<file path="src/rtl/s27_bist_pkg.sv">
// Shared types and constants for the s27 built-in self-test controller.
// Holds the FSM state enum, LFSR/SISR polynomials and the SISR step helper.
package s27_bist_pkg;

  localparam int unsigned LFSR_W = 8;
  localparam int unsigned SIG_W  = 16;
  localparam int unsigned CNT_W  = 16;

  // x^8+x^6+x^5+x^4+1 expressed as taps on bits 7,5,4,3
  localparam logic [LFSR_W-1:0] LFSR_TAPS = 8'hB8;
  localparam logic [SIG_W-1:0]  SISR_POLY = 16'h1021;

  typedef enum logic [1:0] {
    StIdle,
    StWarmup,
    StRun,
    StDone
  } bist_state_e;

  function automatic logic [SIG_W-1:0] sisr_step(input logic [SIG_W-1:0] sisr, input logic din);
    logic fb;
    fb = sisr[SIG_W-1] ^ din;
    return {sisr[SIG_W-2:0], 1'b0} ^ (fb ? SISR_POLY : '0);
  endfunction

endpackage

</file>
<file path="src/rtl/s27_bist_if.sv">
// Control/observe bundle between the BIST controller (master) and its host/CUT (slave).
interface s27_bist_if;
  logic        start;
  logic        abort;
  logic        cut_out;
  logic [3:0]  cut_in;
  logic        busy;
  logic        done;
  logic        pass;
  logic [15:0] signature;

  modport master (
    input  start, abort, cut_out,
    output cut_in, busy, done, pass, signature
  );

  modport slave (
    output start, abort, cut_out,
    input  cut_in, busy, done, pass, signature
  );
endinterface

</file>
<file path="src/rtl/lfsr8.sv">
// 8-bit Fibonacci LFSR (shift left) with synchronous reload; exposes the low nibble of
// the value it will hold after the coming edge so the parent can register it alongside.
module lfsr8
  import s27_bist_pkg::*;
#(
  parameter logic [LFSR_W-1:0] SEED = 8'h01
) (
  input  logic       clk,
  input  logic       rst_n,
  input  logic       en,
  input  logic       load,
  output logic [3:0] pat_next
);

  logic [LFSR_W-1:0] lfsr_q, lfsr_d;

  always_comb begin
    lfsr_d = lfsr_q;
    if (load) begin
      lfsr_d = SEED;
    end else if (en) begin
      lfsr_d = {lfsr_q[LFSR_W-2:0], ^(lfsr_q & LFSR_TAPS)};
    end
  end

  always_ff @(posedge clk or negedge rst_n) begin
    if (!rst_n) begin
      lfsr_q <= SEED;
    end else begin
      lfsr_q <= lfsr_d;
    end
  end

  assign pat_next = lfsr_d[3:0];

endmodule

</file>
<file path="src/rtl/s27_bist_ctrl.sv">
// BIST controller for the s27 benchmark: LFSR stimulus on G0..G3, SISR compaction of G17,
// and a pass/fail verdict against a build-time golden signature.
module s27_bist_ctrl
  import s27_bist_pkg::*;
#(
  parameter logic [LFSR_W-1:0] LFSR_SEED     = 8'h01,
  parameter int unsigned       WARMUP_CYCLES = 4,
  parameter int unsigned       PAT_COUNT     = 255,
  parameter logic [SIG_W-1:0]  SIG_SEED      = 16'hFFFF,
  parameter logic [SIG_W-1:0]  GOLDEN_SIG    = 16'h0000
) (
  input logic        CK,
  input logic        RSTN,
  s27_bist_if.master bist
);

  // An all-zero seed would lock the LFSR up
  localparam logic [LFSR_W-1:0] LFSR_INIT = (LFSR_SEED == '0) ? 8'h01 : LFSR_SEED;
  localparam logic [CNT_W-1:0]  WARM_LAST = CNT_W'(WARMUP_CYCLES - 1);
  localparam logic [CNT_W-1:0]  PAT_LAST  = CNT_W'(PAT_COUNT - 1);
  localparam bist_state_e START_STATE = (WARMUP_CYCLES != 0) ? StWarmup :
                                        (PAT_COUNT != 0)     ? StRun    : StDone;

  bist_state_e      state_q, state_d;
  logic [CNT_W-1:0] cnt_q, cnt_d;
  logic [SIG_W-1:0] sisr_q, sisr_d;
  logic [3:0]       cut_in_q, pat_next;
  logic             busy_q, done_q, pass_q;
  logic             lfsr_en, lfsr_load, active_d;

  lfsr8 #(
    .SEED(LFSR_INIT)
  ) u_lfsr8 (
    .clk     (CK),
    .rst_n   (RSTN),
    .en      (lfsr_en),
    .load    (lfsr_load),
    .pat_next(pat_next)
  );

  always_comb begin
    state_d   = state_q;
    cnt_d     = cnt_q;
    sisr_d    = sisr_q;
    lfsr_en   = 1'b0;
    lfsr_load = 1'b0;
    if (bist.abort) begin
      state_d = StIdle;
      cnt_d   = '0;
    end else begin
      unique case (state_q)
        StIdle, StDone: begin
          if (bist.start) begin
            lfsr_load = 1'b1;
            sisr_d    = SIG_SEED;
            cnt_d     = '0;
            state_d   = START_STATE;
          end
        end
        StWarmup: begin
          lfsr_en = 1'b1;
          if (cnt_q == WARM_LAST) begin
            cnt_d   = '0;
            state_d = (PAT_COUNT == 0) ? StDone : StRun;
          end else begin
            cnt_d = cnt_q + 1'b1;
          end
        end
        StRun: begin
          lfsr_en = 1'b1;
          sisr_d  = sisr_step(sisr_q, bist.cut_out);
          if (cnt_q == PAT_LAST) begin
            cnt_d   = '0;
            state_d = StDone;
          end else begin
            cnt_d = cnt_q + 1'b1;
          end
        end
        default: state_d = StIdle;
      endcase
    end
  end

  assign active_d = (state_d == StWarmup) || (state_d == StRun);

  always_ff @(posedge CK or negedge RSTN) begin
    if (!RSTN) begin
      state_q  <= StIdle;
      cnt_q    <= '0;
      sisr_q   <= SIG_SEED;
      cut_in_q <= '0;
      busy_q   <= 1'b0;
      done_q   <= 1'b0;
      pass_q   <= 1'b0;
    end else begin
      state_q  <= state_d;
      cnt_q    <= cnt_d;
      sisr_q   <= sisr_d;
      cut_in_q <= active_d ? pat_next : '0;
      busy_q   <= active_d;
      done_q   <= (state_d == StDone);
      pass_q   <= (state_d == StDone) && (sisr_d == GOLDEN_SIG);
    end
  end

  assign bist.cut_in    = cut_in_q;
  assign bist.busy      = busy_q;
  assign bist.done      = done_q;
  assign bist.pass      = pass_q;
  assign bist.signature = sisr_q;

endmodule

</file>
<file path="src/flat_wrapper.sv">
// flat-port wrapper written by rule: the top's interface ports become plain ports
module s27_bist_ctrl_flat import s27_bist_pkg::*;
#(
  parameter logic [LFSR_W-1:0] LFSR_SEED     = 8'h01,
  parameter int unsigned       WARMUP_CYCLES = 4,
  parameter int unsigned       PAT_COUNT     = 255,
  parameter logic [SIG_W-1:0]  SIG_SEED      = 16'hFFFF,
  parameter logic [SIG_W-1:0]  GOLDEN_SIG    = 16'h0000
)
  (CK, RSTN, bist_start, bist_abort, bist_cut_out, bist_cut_in, bist_busy, bist_done, bist_pass, bist_signature);
  s27_bist_if bist_i ();
  input logic CK;
  input logic RSTN;
  input wire logic [$bits(bist_i.start)-1:0] bist_start;
  input wire logic [$bits(bist_i.abort)-1:0] bist_abort;
  input wire logic [$bits(bist_i.cut_out)-1:0] bist_cut_out;
  output wire logic [$bits(bist_i.cut_in)-1:0] bist_cut_in;
  output wire logic [$bits(bist_i.busy)-1:0] bist_busy;
  output wire logic [$bits(bist_i.done)-1:0] bist_done;
  output wire logic [$bits(bist_i.pass)-1:0] bist_pass;
  output wire logic [$bits(bist_i.signature)-1:0] bist_signature;
  assign bist_i.start = bist_start;
  assign bist_i.abort = bist_abort;
  assign bist_i.cut_out = bist_cut_out;
  assign bist_cut_in = bist_i.cut_in;
  assign bist_busy = bist_i.busy;
  assign bist_done = bist_i.done;
  assign bist_pass = bist_i.pass;
  assign bist_signature = bist_i.signature;
  s27_bist_ctrl #(.LFSR_SEED(LFSR_SEED), .WARMUP_CYCLES(WARMUP_CYCLES), .PAT_COUNT(PAT_COUNT), .SIG_SEED(SIG_SEED), .GOLDEN_SIG(GOLDEN_SIG)) u_core (.CK(CK), .RSTN(RSTN), .bist(bist_i));
endmodule
</file>
<file path="config.mk">
export PLATFORM = sky130hd
export DESIGN_NAME = s27_bist_ctrl_flat
export DESIGN_NICKNAME = d
export VERILOG_FILES = /design/src/rtl/s27_bist_pkg.sv /design/src/rtl/s27_bist_if.sv /design/src/rtl/lfsr8.sv /design/src/rtl/s27_bist_ctrl.sv /design/src/flat_wrapper.sv
export SDC_FILE = /design/constraint.sdc
export NUM_CORES = 1
export LEC_CHECK = 0
export CAP_MARGIN = 40
export CORE_MARGIN = 2
export CORE_UTILIZATION = 40
export CTS_BUF_LIST = sky130_fd_sc_hd__clkbuf_8 sky130_fd_sc_hd__clkbuf_16
export CTS_CLUSTER_SIZE = 20
export DETAILED_ROUTE_END_ITERATION = 8
export PLACE_DENSITY = 0.69
export SYNTH_ARGS = -nofsm -noshare
export SYNTH_HDL_FRONTEND = slang
export SYNTH_SLANG_ARGS = --single-unit
</file>
<file path="constraint.sdc">
create_clock -name CK -period 3.1 [get_ports CK]
set_input_delay 0.31 -clock CK [delete_from_list [all_inputs] [get_ports CK]]
set_output_delay 0.31 -clock CK [all_outputs]
set_load 0.02 [all_outputs]
</file>
==> results.yml <==
placement:
  port_buffers: 27
  half_perimeter_wire_length_after_placement_mm: 3.57
  gp_congestion: 0.898
  post-place-cells: 343
critical_path:
  critPathArrivalTime_ps: 2770
  timing.critical_path.to_type: "flip-flop"
  worst_ep_required_time_ps: 3330
  cp_cell_sequence: "ha_1, nor4b_1, nand4_1, a21oi_1, nor2_1, nor4_1, ha_1, nor4b_1, nor4b_2"
  cpPeakStageDelay_ps: 440
  critPathBufInv: 0
  setup.worst_path.class: "flip-flop to flip-flop"
  crit_path_top_delay_cell: "sky130_fd_sc_hd__dfrtp_1"
  worstSetupStartpointType: "flip-flop"
  worst_r2r_path_depth: 9
  critPathTopFamily: "simple AND/OR/NAND/NOR gates"
  critical_path_depth: 9
  worst-path-max-fanout: 6
synthesis:
  synth_top_cell_area_share_pct: 32.2
  syn_nets: 264
  yosys.cell_types.count: 43
  synthesis.instances: 253
  synth_flop_cell: "sky130_fd_sc_hd__dfrtp_1"
  syn-cell-area_sq_um: 2490
  synth-edff-count: 0
  syn_area_per_cell_sq_um: 9.83
  synthDominantAreaCellType: "sky130_fd_sc_hd__dfrtp_1"
  ys_ff_latch: 49
  top_post_synthesis_cells_by_area: "sky130_fd_sc_hd__dfrtp_1 (32%), sky130_fd_sc_hd__dfstp_2 (18%), sky130_fd_sc_hd__a21oi_1 (5.4%), sky130_fd_sc_hd__o21ai_0 (4.6%), sky130_fd_sc_hd__nand2_1 (3.9%)"
  postSynth.asyncResetShare_pct: 100
  yosysWarnings: 0
  synth-seq-area-share_pct: 50.2
cells_and_area:
  post_layout_nonfiller_instances: 352
  multiInputGateArea_sq_um: 1120
  share_of_cells_above_drive_strength_1_pct: 14.1
  sequential_cell_area_sq_um: 1250
  synthToLayoutAreaGrowth_pct: 17.4
  num-nets-final: 287
  n_antenna_cell: 0
  fillers: 569
sta:
  finalSetupViolations: 0
  worst_slew_pin_slew_ps: 748
  grt_setup_unrepaired: "false"
  finClkSkew_ps: 6.77
  finalCritPeriodShare_pct: 81.9
  clock.fmax_mhz: 394
  report.final.hold_viol_count: 0
  fin_setup_tns_ps: 0
  post-route-min-period_ps: 2540
  max_slew_violation_count: 0
  timing.slew.headroom_pct: 50.1
floorplanning:
  floorplan.initialDensity_pct: 41.7
  dieWidth_um: 82.8
  row_count: 28
  fp.coreArea_sq_um: 5960
  dieArea_sq_um: 6860
  die_y_um: 82.8
  ios: 28
routing:
  wl_mm: 5.16
  remaining_drc_errors: 0
  detailroute.via_count: 1940
  routedWlPerCell_um: 14.7
  detail_route.iter0.violations: 120
  ant_nets: 0
  drt_first_pass_iters: 4
  drt-vias-per-instance: 5.51
clock_tree:
  clkSinkCount: 49
  inserted_clock_buffers: 5
  clock_tree_root: "sky130_fd_sc_hd__clkbuf_8"
  cts.htree.levels: 2
  worstSkewPairLatency_ps: 310
  clk_transition_reported_paths_ps: 90
  clk_path_buf_depth: 2
  post_cts_setup_buffer_count: 0
  cts_tree: "done"
grt:
  grtUsageMet3_pct: 2.88
  grt_remaining_overflow: 0
  grt_start_max_net_pins: 32
  globalRoute.busiestLayer: "met2"
  antenna_violations_before_repair: 0
  met1_usage_pct: 21.4
  all_layer_global_routing_usage_pct: 15.7
  grt_pass1_vias: 1845
  grt_first_pass_wirelength_mm: 8.88
  globalRouteMet2Util_pct: 24.7
power_and_ir_drop:
  power_density_nw_per_um2: 609
  vdd.ir_drop.worst_mv: 0.308
  leakagePower_nw: 1.23
outcome:
  outcome: "finished, final reports clean"
hold_path:
  worstHoldPathType: "input pin to async pin"
job:
  count_of_maximum_capacitance_violations: 0
==> layout make-up <==
type	count	share of cell area [%]
sequential	49	42.7
clock inverter	3	1.50
timing repair buffer	30	10.4
tap	75	3.21
clock buffer	5	2.36
inverter	11	1.41
multi-input combinational	179	38.4
==> stage by stage <==
stage               total power, W  setup WS [ps]  instance area (sq um)  util, %  hold slack, ps
floorplan                  0.00111            827                   2490        -            14.4
global placement           0.00132            741                   2780     46.6             460
detailed placement         0.00133            627                   2800     47.0             177
CTS                        0.00179            598                   2920     49.0             371
global route               0.00186            268                   2920     49.0             392
finish                     0.00178            560                   2920     49.0             371
==> layout by cell type, fill, tap and decap left out, types with 2 or more instances in the layout <==
cell	instances
sky130_fd_sc_hd__a31oi_1	9
sky130_fd_sc_hd__or2b_1	4
sky130_fd_sc_hd__a21oi_1	27
sky130_fd_sc_hd__or3_1	7
sky130_fd_sc_hd__nand4_1	4
sky130_fd_sc_hd__nand3_1	9
sky130_fd_sc_hd__xor2_1	3
sky130_fd_sc_hd__o21ai_0	23
sky130_fd_sc_hd__nor3_1	5
sky130_fd_sc_hd__dfstp_2	17
sky130_fd_sc_hd__or2_2	3
sky130_fd_sc_hd__clkdlybuf4s50_1	26
sky130_fd_sc_hd__nor4_4	2
sky130_fd_sc_hd__xnor2_1	3
sky130_fd_sc_hd__nor4_1	6
sky130_fd_sc_hd__clkbuf_8	5
sky130_fd_sc_hd__and3_1	4
sky130_fd_sc_hd__nand2_1	26
sky130_fd_sc_hd__nand2b_1	2
sky130_fd_sc_hd__a22o_1	7
sky130_fd_sc_hd__dfrtp_1	32
sky130_fd_sc_hd__inv_1	11
sky130_fd_sc_hd__and2_1	6
sky130_fd_sc_hd__a2bb2oi_1	2
sky130_fd_sc_hd__nor2_1	6
sky130_fd_sc_hd__ha_1	6
sky130_fd_sc_hd__nor4b_1	2
==> synth_stat cells (all sizes together) (7+ instances only) <==
cell,n
a21oi,28
a22o,7
a31oi,9
clkbuf,9
dfrtp,32
dfstp,17
inv,11
nand2,26
nand3,9
nor2,7
nor4,8
o21ai,25
or3,7
==> state kept, by name, indices dropped and copies added (netlist names) <==
register and cells:
u_core.bist.signature 16, u_core.cnt_q 16, u_core.u_lfsr8.lfsr_q 8, u_core.bist.cut_in 4, u_core.state_q 2, u_core.bist.busy 1, u_core.bist.done 1, u_core.bist.pass 1
==> cells by family (layout without fill, tap and decap cells) <==
family,count (synthesis),count (layout),synth area share (%)
and+or+nand+nor,90,90,20.8
adders and majority gates,6,6,3.02
buffers and inverters,25,49,4.73
AOI/OAI and AO/OA,76,76,18.2
xor gates and xnor gates,7,7,3.07
DFF,49,49,50.2
==> metal layers <==
layer / up-vias / wire, um
met5: - / 0
met4: 0 / 80
met3: 7 / 186
met1: 938 / 2480
met2: 42 / 2410
li1: 953 / -
==> power breakdown <==
part	internal (W)	leakage [nW]	switching (W)
logic	0.000209	0.547	0.000237
clock network	0.000242	0.0585	0.000224
registers	0.000774	0.621	0.0000903
total	0.00123	1.23	0.000552
==> path summary, 6_finish.rpt <==
| kind | from | to | slack, ps |
|---|---|---|---|
| min reg2reg | u_core.bist.signature[9] | u_core.bist.signature[9] | 510 |
| max in group asynchronous | RSTN | u_core.bist.signature[6] | 2230 |
| max | u_core.cnt_q[0] | u_core.bist.pass | 560 |
| max reg2reg | u_core.cnt_q[0] | u_core.bist.pass | 560 |
| min in group CK | u_core.bist.signature[9] | u_core.bist.signature[9] | 510 |
| min | RSTN | u_core.u_lfsr8.lfsr_q[2] | 370 |
==> timing repair <==
action,in CTS,in global routing
endpoints found under the setup margin,0,0
gates resized for setup,0,0
hold endpoints to repair,5,0
hold buffers,1,0
(Power assumes the default switching activity.)
